File: config.mk
export PLATFORM = sky130hd
export DESIGN_NAME = imem_loader_flat
export DESIGN_NICKNAME = d
export VERILOG_FILES = /design/src/rtl/imem_loader_pkg.sv /design/src/rtl/imem_loader_if.sv /design/src/rtl/imem_loader_byte_packer.sv /design/src/rtl/imem_loader.sv /design/src/flat_wrapper.sv
export SDC_FILE = /design/constraint.sdc
export NUM_CORES = 1
export LEC_CHECK = 0
export BUFFER_PORTS_ARGS = -buffer_cell sky130_fd_sc_hd__buf_2
export CORE_UTILIZATION = 51
export DETAILED_ROUTE_END_ITERATION = 10
export HOLD_SLACK_MARGIN = 0.12
export PLACE_DENSITY_LB_ADDON = 0.05
export SYNTH_ARGS = -nofsm -noshare
export SYNTH_HDL_FRONTEND = slang
export SYNTH_SLANG_ARGS = --single-unit
File: constraint.sdc
create_clock -name CLK -period 2.5 [get_ports CLK]
set_input_delay 0.25 -clock CLK [delete_from_list [all_inputs] [get_ports CLK]]
set_output_delay 0.25 -clock CLK [all_outputs]
set_load 0.005 [all_outputs]
File: src/rtl/imem_loader_pkg.sv
// Shared fetch-side parameters for the instruction-memory loader.
// The checksum helper is shared so both loader and fetch agree on its arithmetic.
package imem_loader_pkg;

  localparam int IMEM_SIZE = 256;

  function automatic logic [31:0] csum_add(input logic [31:0] acc, input logic [31:0] word);
    return acc + word;
  endfunction

endpackage

File: src/rtl/imem_loader_if.sv
// Byte-stream, memory-write and status bundle of the instruction-memory loader.
interface imem_loader_if;
  logic        start;
  logic [15:0] word_count;
  logic        in_valid;
  logic [7:0]  in_data;
  logic        in_ready;
  logic        mem_we;
  logic [31:0] mem_addr;
  logic [31:0] mem_wdata;
  logic        busy;
  logic        done;
  logic        err;
  logic [31:0] checksum;

  modport slave (
    input  start, word_count, in_valid, in_data,
    output in_ready, mem_we, mem_addr, mem_wdata, busy, done, err, checksum
  );

  modport master (
    output start, word_count, in_valid, in_data,
    input  in_ready, mem_we, mem_addr, mem_wdata, busy, done, err, checksum
  );
endinterface

File: src/rtl/imem_loader_byte_packer.sv
// Big-endian byte packer: holds the first three bytes of a word and presents
// the complete word combinationally while the fourth byte is being accepted.
module byte_packer (
  input  logic        CLK,
  input  logic        RST,
  input  logic        clr,
  input  logic        shift_en,
  input  logic [7:0]  byte_in,
  output logic [31:0] word_next,
  output logic        word_rdy
);

  logic [23:0] hold_r;
  logic [1:0]  cnt_r;

  // Byte shift register and position counter
  always_ff @(posedge CLK or negedge RST) begin
    if (!RST) begin
      hold_r <= 24'd0;
      cnt_r  <= 2'd0;
    end else if (clr) begin
      hold_r <= 24'd0;
      cnt_r  <= 2'd0;
    end else if (shift_en) begin
      hold_r <= {hold_r[15:0], byte_in};
      cnt_r  <= cnt_r + 2'd1;
    end else begin
      hold_r <= hold_r;
      cnt_r  <= cnt_r;
    end
  end

  assign word_next = {hold_r, byte_in};
  assign word_rdy  = shift_en && (cnt_r == 2'd3);

endmodule

File: src/rtl/imem_loader.sv
// Instruction-memory loader: packs a byte stream into 32-bit words, writes them
// from address 0 upward, and keeps a running checksum of the words written.
module imem_loader #(
  parameter int IMEM_SIZE = imem_loader_pkg::IMEM_SIZE
) (
  input  logic          CLK,
  input  logic          RST,
  imem_loader_if.slave  bus
);
  import imem_loader_pkg::*;

  localparam int IDX_W = (IMEM_SIZE > 1) ? $clog2(IMEM_SIZE) : 1;

  typedef enum logic [1:0] {
    IDLE  = 2'd0,
    LOAD  = 2'd1,
    WRITE = 2'd2,
    DONE  = 2'd3
  } state_t;

  state_t           state_r, state_nx_s;
  logic [IDX_W-1:0] idx_r, last_idx_r;
  logic             in_ready_r, mem_we_r, busy_r, done_r, err_r;
  logic [31:0]      mem_addr_r, mem_wdata_r, checksum_r;
  logic             accept_s, too_big_s, start_ok_s, csum_clr_s, err_s;
  logic [31:0]      word_next_s;
  logic             word_rdy_s;

  assign accept_s  = bus.in_valid && in_ready_r;
  assign too_big_s = {16'd0, bus.word_count} > 32'(IMEM_SIZE);

  byte_packer u_packer (
    .CLK       (CLK),
    .RST       (RST),
    .clr       (start_ok_s),
    .shift_en  (accept_s),
    .byte_in   (bus.in_data),
    .word_next (word_next_s),
    .word_rdy  (word_rdy_s)
  );

  // Next-state decode and start-request classification
  always_comb begin
    state_nx_s = state_r;
    start_ok_s = 1'b0;
    csum_clr_s = 1'b0;
    err_s      = 1'b0;
    case (state_r)
      IDLE: begin
        if (bus.start) begin
          if (too_big_s) begin
            err_s = 1'b1;
          end else if (bus.word_count == 16'd0) begin
            csum_clr_s = 1'b1;
            state_nx_s = DONE;
          end else begin
            csum_clr_s = 1'b1;
            start_ok_s = 1'b1;
            state_nx_s = LOAD;
          end
        end else begin
          state_nx_s = IDLE;
        end
      end
      LOAD:    state_nx_s = word_rdy_s ? WRITE : LOAD;
      WRITE:   state_nx_s = (idx_r == last_idx_r) ? DONE : LOAD;
      DONE:    state_nx_s = IDLE;
      default: state_nx_s = IDLE;
    endcase
  end

  // State, word index and checksum
  always_ff @(posedge CLK or negedge RST) begin
    if (!RST) begin
      state_r    <= IDLE;
      idx_r      <= '0;
      last_idx_r <= '0;
      checksum_r <= 32'd0;
    end else begin
      state_r <= state_nx_s;
      if (start_ok_s) begin
        idx_r      <= '0;
        last_idx_r <= IDX_W'(bus.word_count - 16'd1);
      end else if (state_r == WRITE && state_nx_s == LOAD) begin
        idx_r <= idx_r + IDX_W'(1);
      end else begin
        idx_r <= idx_r;
      end
      if (csum_clr_s) begin
        checksum_r <= 32'd0;
      end else if (state_r == WRITE) begin
        checksum_r <= csum_add(checksum_r, mem_wdata_r);
      end else begin
        checksum_r <= checksum_r;
      end
    end
  end

  // Outputs are registered from the next state so they line up with it
  always_ff @(posedge CLK or negedge RST) begin
    if (!RST) begin
      in_ready_r  <= 1'b0;
      mem_we_r    <= 1'b0;
      busy_r      <= 1'b0;
      done_r      <= 1'b0;
      err_r       <= 1'b0;
      mem_addr_r  <= 32'd0;
      mem_wdata_r <= 32'd0;
    end else begin
      in_ready_r <= (state_nx_s == LOAD);
      mem_we_r   <= (state_nx_s == WRITE);
      busy_r     <= (state_nx_s == LOAD) || (state_nx_s == WRITE);
      done_r     <= (state_nx_s == DONE);
      err_r      <= err_s;
      if (state_nx_s == WRITE) begin
        mem_addr_r  <= {{(30-IDX_W){1'b0}}, idx_r, 2'b00};
        mem_wdata_r <= word_next_s;
      end else begin
        mem_addr_r  <= mem_addr_r;
        mem_wdata_r <= mem_wdata_r;
      end
    end
  end

  assign bus.in_ready  = in_ready_r;
  assign bus.mem_we    = mem_we_r;
  assign bus.mem_addr  = mem_addr_r;
  assign bus.mem_wdata = mem_wdata_r;
  assign bus.busy      = busy_r;
  assign bus.done      = done_r;
  assign bus.err       = err_r;
  assign bus.checksum  = checksum_r;

endmodule

File: src/flat_wrapper.sv
// flat-port wrapper written by rule: the top's interface ports become plain ports
module imem_loader_flat import imem_loader_pkg::*;
#(
  parameter int IMEM_SIZE = imem_loader_pkg::IMEM_SIZE
)
  (CLK, RST, bus_start, bus_word_count, bus_in_valid, bus_in_data, bus_in_ready, bus_mem_we, bus_mem_addr, bus_mem_wdata, bus_busy, bus_done, bus_err, bus_checksum);
  imem_loader_if bus_i ();
  input  logic CLK;
  input  logic RST;
  input wire logic [$bits(bus_i.start)-1:0] bus_start;
  input wire logic [$bits(bus_i.word_count)-1:0] bus_word_count;
  input wire logic [$bits(bus_i.in_valid)-1:0] bus_in_valid;
  input wire logic [$bits(bus_i.in_data)-1:0] bus_in_data;
  output wire logic [$bits(bus_i.in_ready)-1:0] bus_in_ready;
  output wire logic [$bits(bus_i.mem_we)-1:0] bus_mem_we;
  output wire logic [$bits(bus_i.mem_addr)-1:0] bus_mem_addr;
  output wire logic [$bits(bus_i.mem_wdata)-1:0] bus_mem_wdata;
  output wire logic [$bits(bus_i.busy)-1:0] bus_busy;
  output wire logic [$bits(bus_i.done)-1:0] bus_done;
  output wire logic [$bits(bus_i.err)-1:0] bus_err;
  output wire logic [$bits(bus_i.checksum)-1:0] bus_checksum;
  assign bus_i.start = bus_start;
  assign bus_i.word_count = bus_word_count;
  assign bus_i.in_valid = bus_in_valid;
  assign bus_i.in_data = bus_in_data;
  assign bus_in_ready = bus_i.in_ready;
  assign bus_mem_we = bus_i.mem_we;
  assign bus_mem_addr = bus_i.mem_addr;
  assign bus_mem_wdata = bus_i.mem_wdata;
  assign bus_busy = bus_i.busy;
  assign bus_done = bus_i.done;
  assign bus_err = bus_i.err;
  assign bus_checksum = bus_i.checksum;
  imem_loader #(.IMEM_SIZE(IMEM_SIZE)) u_core (.CLK(CLK), .RST(RST), .bus(bus_i));
endmodule
==> impl_metrics.py, run 1 <==
metrics = {
    "status": {
        "outcome": "finished clean",
    },
    "worst_setup_path": {
        "critPathRequiredTime_ps": 2810,
        "worstPathMaxFanout": 3,
        "endpoint_kind": "flop",
        "critPathKind": "reg2reg",
        "start_kind": "flop",
        "cp.arrival_ps": 2710,
    },
    "route": {
        "num_vias": 6067,
        "wl_um": 19440,
        "dr.pass1.iters": 6,
        "drc": 0,
        "drt_iter0_drc": 416,
        "drtAntennaViolNets": 0,
        "wire_per_inst_um": 17.62,
        "viasPerCell": 5.500,
    },
    "cells_and_area": {
        "drive_gt1_share_pct": 35.17,
        "syn2layout_area_growth_pct": 30.08,
        "regArea_sq_um": 3029,
        "layout.cells.non_filler": 1103,
        "multi_input_area_sq_um": 3795,
        "diodes": 0,
        "n_fill_cell": 1080,
        "nets": 980,
        "mostFrequentLayoutCells": "120 x nand2_1, 120 x dfrtp_1, 103 x buf_2",
    },
    "sta": {
        "tightest_slew_ps": 824.9,
        "finalSetupViolCount": 0,
        "layout_setup_ws_ps": 96.94,
        "post-route-period-util_pct": 96.12,
        "clock_skew_ps": 7.212,
        "slew_headroom_pct": 44.88,
        "slew_viol_final": 0,
        "fin_crit_ps": 2403,
        "timing.setup.tns_ps": 0,
        "finalHoldViolCount": 0,
        "whs_ps": 128.9,
        "max_freq_ghz": 0.4161,
    },
    "power": {
        "p_sw_w": 0.004371,
        "p_int_w": 0.006950,
        "switching_share_pct": 38.61,
        "p_clk_share_pct": 21.8,
        "power_per_cell_area_nw_per_um2": 1248,
        "power.share.sequential_pct": 29.4,
        "peakVddDrop_mv": 0.9345,
        "p_comb_share_pct": 48.8,
        "cellLeakagePower_nw": 4.435,
    },
    "grt": {
        "grt_pass1_vias": 6096,
        "grt_pass1_wl_um": 31190,
        "antenna_found_initial": 0,
        "grtUsageTotal_pct": 28.83,
        "grt-ovfl-total": 0,
        "grt_max_degree": 48,
    },
    "yosys": {
        "ys_types": 65,
        "async_flop_share_pct": 100.0,
        "synth_cells": 717,
        "yosysWarningCount": 0,
        "ys_ff_latch": 121,
        "synth_edf_count": 0,
        "ys.flop_type": "dfrtp_1",
        "ys_seq_area_share_pct": 43.44,
        "syn_area_per_cell_sq_um": 9.722,
        "syn_area_sq_um": 6970,
    },
    "cts": {
        "cts_num_sinks": 121,
        "htree_levels": 4,
        "path_clk_slew_ps": 60,
        "numCtsBuffers": 17,
        "cts_tree": "yes",
        "root_buffer": "clkbuf_16",
        "clk_latency_ps": 420,
        "clockBufferDepth": 2,
    },
    "placement": {
        "post-place-cells": 1059,
        "place_ws_ps": -158.0,
        "port_buffers": 104,
        "dpl.hpwl_um": 14750,
        "gp_congestion": 0.9120,
    },
    "run": {
        "maxCapViolations": 0,
    },
    "floorplan": {
        "core.rowCount": 42,
        "ioPinCount": 129,
        "core_area_sq_um": 13300,
        "die_height_um": 118.9,
        "initial_core_util_pct": 52.43,
        "dieWidth_um": 118.9,
        "die-area_sq_um": 14140,
    },
    "hold_path": {
        "hold_path.class": "in2reg",
    },
}
[per-stage QoR]
| step | utilization (%) | area (sq um) | power [W] |
|---|---|---|---|
| CTS | 67.17 | 8930 | 0.01101 |
| finish | 68.20 | 9067 | 0.01132 |
| global route | 68.20 | 9067 | 0.01206 |
| floorplan | - | 7063 | 0.006272 |
| global placement | 61.90 | 8229 | 0.008340 |
| detailed placement | 61.90 | 8229 | 0.008460 |
[power groups by stage]
| stage | Sequential, W | Combinational (W) | Clock [W] |
|---|---|---|---|
| after global routing | 0.00342 | 0.00608 | 0.00256 |
| after global placement | 0.00329 | 0.00505 | 0 |
| after CTS | 0.00331 | 0.00522 | 0.00249 |
| after floorplan | 0.00321 | 0.00306 | 0 |
| final | 0.00333 | 0.00553 | 0.00246 |
| after detailed placement | 0.00332 | 0.00514 | 0 |
[worst paths after layout]
check	from	endpoint	slack (ps)	cells after the start
setup / recovery	u_core.bus.mem_wdata[14]	u_core.bus.checksum[31]	100	8
hold / removal	bus_word_count[7]	u_core.last_idx_r[7]	130	3
setup reg to reg	u_core.bus.mem_wdata[14]	u_core.bus.checksum[31]	100	8
hold reg to reg	u_core.bus.mem_addr[5]	u_core.bus.mem_addr[5]	510	1
max in group asynchronous	RST	u_core.bus.checksum[5]	1370	3
min in group asynchronous	RST	u_core.bus.checksum[15]	380	2
[worst max-delay path, stage by stage (launching register included)]
cell and delay [ps]:
dfrtp_1 430, ha_4 300, nand2_2 60, o31a_1 310
or3_4 360, a2111oi_4 400, or3_4 190, and2_1 140
o211ai_2 90
[area by class of cell]
type	count	share of cell area, %
inverter	11	0.4554
clock inverter	11	1.325
sequential	121	33.41
tap	176	2.429
clock buffer	21	5.188
multi-input combinational	553	41.85
timing repair buffer	210	15.34
[synth_stat cells, types with 4 or more instances]
cell type,count,area (sq um)
dfrtp_1,121,3028
nand2_1,120,450.4
a21oi_1,43,215.2
o21ai_0,43,215.2
mux2_2,40,450.4
nor2_1,39,146.4
ha_1,37,462.9
xor2_1,27,236.5
buf_4,24,180.2
a21oi_2,22,192.7
xnor2_1,22,192.7
clkbuf_1,20,75.07
inv_1,11,41.29
nand2b_1,9,56.30
nand3_1,9,45.04
nand4_1,9,56.30
o22ai_1,9,56.30
nor3_1,8,40.04
and2_1,7,43.79
o21a_1,7,52.55
a21o_1,6,45.04
a31oi_1,6,37.54
buf_2,6,30.03
nor2b_1,5,31.28
o31ai_1,5,37.54
a21boi_0,4,30.03
buf_6,4,45.04
or3_1,4,25.02
[cell families after synthesis]
family | Yosys count | synth area share (%)
fa+ha+maj | 38 | 6.929
compound gates | 173 | 16.42
simple gates | 228 | 15.01
buf+inv | 66 | 5.385
xor+xnor | 49 | 6.157
mux | 41 | 6.606
flops | 121 | 43.44
other cells | 1 | 0.05380
[per-layer routing]
| metal | vias up | track usage (%) | share of wire, % |
|---|---|---|---|
| met5 | - | 0 | 0 |
| met3 | 39 | 5.556 | 4.3 |
| met4 | 0 | 12.58 | 2.9 |
| met1 | 2957 | 36.94 | 44 |
| li1 | 2868 | - | - |
| met2 | 203 | 47.51 | 49 |
[state kept, by name, indices dropped and copies added (netlist names)]
register,count
u_core.bus.in_ready,1
u_core.bus.busy,1
u_core.bus.checksum,32
u_core.bus.mem_we,1
u_core.u_packer.cnt_r,2
u_core.last_idx_r,8
u_core.u_packer.hold_r,24
u_core.state_r,2
u_core.bus.mem_addr,8
u_core.bus.err,1
u_core.idx_r,8
u_core.bus.mem_wdata,32
u_core.bus.done,1
[repair_timing]
item | 4_1_cts | 5_1_grt
pin swaps | 2 | 8
resized for setup | 3 | 27
endpoints found under the setup margin | 5 | 18
endpoints found under the hold margin | 60 | 0
buffers inserted | 0 | 3
hold buffers | 9 | 0
(Power assumes the default switching activity.)
==> inputs of run 2 (changes only) <==
--- a/config.mk
+++ b/config.mk
@@ -12,4 +12,5 @@
 export PLACE_DENSITY_LB_ADDON = 0.05
 export SYNTH_ARGS = -nofsm -noshare
 export SYNTH_HDL_FRONTEND = slang
+export SYNTH_HIERARCHICAL = 1
 export SYNTH_SLANG_ARGS = --single-unit
==> impl_metrics.py, run 2 <==
metrics = {
    "cts": {
        "clockBufferDepth": 2,
        "clk_latency_ps": 420,
        "htree_levels": 4,
        "cts_num_sinks": 121,
        "root_buffer": "clkbuf_16",
        "cts_tree": "yes",
        "numCtsBuffers": 17,
        "path_clk_slew_ps": 50,
    },
    "route": {
        "viasPerCell": 5.421,
        "num_vias": 6137,
        "drtAntennaViolNets": 0,
        "dr.pass1.iters": 5,
        "wl_um": 20000,
        "drc": 0,
        "wire_per_inst_um": 17.67,
        "drt_iter0_drc": 401,
    },
    "yosys": {
        "ys_seq_area_share_pct": 43.64,
        "yosysTopAreaCellShare_pct": 43.64,
        "ys_ff_latch": 121,
        "synth_edf_count": 0,
        "yosys.area.top_type": "dfrtp_1",
        "synth_cells": 689,
        "async_flop_share_pct": 100.0,
        "yosysMostFrequentCell": "dfrtp_1",
        "ys_types": 61,
        "synth_area_leaders": "dfrtp_1 44%, ha_1 6.9%, mux2_2 6.3%",
        "syn_area_sq_um": 6938,
        "syn_area_per_cell_sq_um": 10.07,
        "ys.flop_type": "dfrtp_1",
        "yosysWarningCount": 6,
        "synth_commonest_cells": "121 x dfrtp_1, 59 x nor2_1, 58 x nand2_1, 45 x o21ai_0, 39 x mux2_2",
    },
    "floorplan": {
        "initial_core_util_pct": 52.39,
        "ioPinCount": 129,
        "dieWidth_um": 118.6,
        "die_height_um": 118.6,
        "die-area_sq_um": 14070,
        "core_area_sq_um": 13240,
        "core.rowCount": 42,
    },
    "grt": {
        "met1_usage_pct": 35.99,
        "grt_pass1_wl_um": 30770,
        "grt_max_degree": 68,
        "grt_util_met3_pct": 4.151,
        "grtUsageTotal_pct": 28.12,
        "top_usage_layer": "met2",
        "grt-ovfl-total": 0,
        "antenna_found_initial": 0,
        "met2_usage_pct": 48.36,
        "grt_pass1_vias": 6045,
    },
    "worst_setup_path": {
        "worstReg2RegStart": "u_core/bus.mem_wdata[0]",
        "worst_path_most_repeated_cell": "nor2b_4",
        "start_kind": "flop",
        "critPathKind": "reg2reg",
        "critPathRequiredTime_ps": 2800,
        "endpoint_kind": "flop",
        "cpMaxStageDelayCell": "fa_2",
        "max_stage_delay_ps": 370,
        "worstPathMaxFanout": 5,
        "worstReg2RegEnd": "u_core/bus.checksum[16]",
        "r2r_slack_ps": -90,
        "r2r_cells": 12,
        "cp.arrival_ps": 2890,
        "path_cells": "ha_2, inv_2, fa_2, nor2b_4, o31ai_4, a21oi_2, o211a_1, o21ai_4, nor2b_4, buf_6, o2111a_1, a221o_1",
        "critical_path_buf_inv_count": 2,
        "path_delay_family": "compound AO/OA/AOI/OAI gates",
    },
    "cells_and_area": {
        "syn2layout_area_growth_pct": 42.74,
        "nets": 1012,
        "drive_gt1_share_pct": 40.90,
        "n_fill_cell": 922,
        "layout_commonest_cell": "buf_4",
        "diodes": 0,
        "mostFrequentLayoutCells": "150 x buf_4, 121 x dfrtp_1, 101 x buf_2",
    },
    "sta": {
        "slew_viol_final": 0,
        "whs_ps": 134.8,
        "max_freq_ghz": 0.3860,
        "rsz0062_at_grt": "yes",
        "finalHoldViolCount": 0,
        "tightest_slew_ps": 777.8,
        "slew_headroom_pct": 48.02,
        "finalSetupViolCount": 46,
        "fin_crit_ps": 2591,
        "layout_setup_ws_ps": -90.97,
        "post-route-period-util_pct": 103.6,
        "timing.setup.tns_ps": -1764,
        "clock_skew_ps": 7.798,
    },
    "run": {
        "maxCapViolations": 0,
    },
    "placement": {
        "port_buffers": 104,
        "gp_congestion": 0.9091,
        "dpl.hpwl_um": 13490,
    },
    "power": {
        "power_per_cell_area_nw_per_um2": 602.2,
        "peakVddDrop_mv": 0.5358,
        "cellLeakagePower_nw": 5.109,
    },
    "hold_path": {
        "worstHoldStart": "bus_in_data[7]",
        "hold_path.class": "in2reg",
        "whs_endpoint": "u_core/bus.mem_wdata[7]",
        "whs_path_depth": 2,
    },
    "status": {
        "violations": "negative setup slack",
        "outcome": "complete, but fails checks",
    },
}
==> run 2: cells by family after synthesis <==
family | Yosys count | synth area share (%)
compound gates | 149 | 13.92
mux | 67 | 10.37
xor+xnor | 39 | 4.923
other cells | 1 | 0.05405
buf+inv | 82 | 6.907
fa+ha+maj | 39 | 7.142
flops | 121 | 43.64
simple gates | 191 | 13.04
==> run 2: layer usage <==
| metal | wire length, um | up-vias |
|---|---|---|
| li1 | - | 2884 |
| met1 | 8698 | 3033 |
| met2 | 10150 | 192 |
| met3 | 783 | 28 |
| met4 | 362 | 0 |
| met5 | 0 | - |
==> run 2: area by class of cell <==
cell class	instances	area, sq um	area share, %
tap	176	220.2	2.224
clock inverter	8	120.1	1.213
sequential	121	3028	30.57
inverter	20	75.07	0.7581
timing repair buffer	276	1994	20.14
clock buffer	22	474.2	4.788
multi-input combinational	509	3991	40.30
==> run 2: worst max-delay path by stage <==
| stage | start | endpoint | depth (start not counted) |
|---|---|---|---|
| after floorplan | bus_word_count[2] | u_core/idx_r[7] | 15 |
| after global placement | bus_word_count[2] | u_core/idx_r[7] | 14 |
| after detailed placement | bus_word_count[2] | u_core/bus.mem_wdata[0] | 11 |
| after CTS | u_core/bus.checksum[27] | u_core/bus.checksum[31] | 10 |
| after global routing | u_core/bus.checksum[27] | u_core/bus.checksum[31] | 10 |
| final | u_core/bus.mem_wdata[0] | u_core/bus.checksum[16] | 12 |
==> run 2: worst register-to-register path, delay by kind of cell (launching register included) <==
family          cells  cell delay [ps]
compound gates      6             1070
fa+ha+maj           2              560
flops               1              350
simple gates        2              330
buf+inv             2              150
==> run 2: what timing repair did <==
| item | in CTS | in global routing |
|---|---|---|
| setup buffers | 7 | 10 |
| endpoints found under the setup margin | 58 | 58 |
| pin swaps | 21 | 26 |
| cloned | 1 | 3 |
| hold endpoints to repair | 89 | 0 |
| hold buffers | 9 | 0 |
| resized for setup | 39 | 71 |
==> run 2: power by group <==
group	internal (W)	leakage [nW]	switching, W
clock	0.00163	0.288	0.000856
sequential	0.00217	1.54	0.000211
combinational	0.000534	3.28	0.000564
total	0.00433	5.11	0.00163
==> run 2: per-stage QoR <==
stage	cell area, sq um	cells	power (W)	utilization [%]	worst slack [ps]
3_5_place_dp	8523	1075	0.003349	64.36	-542.1
5_1_grt	9903	1132	0.006216	74.78	-194.9
2_1_floorplan	7082	712	0.002901	-	-482.7
4_1_cts	9459	1121	0.005898	71.43	-75.99
3_3_place_gp	8523	1075	0.003307	64.36	-479.5
6_report	9903	1132	0.005964	74.78	-90.97
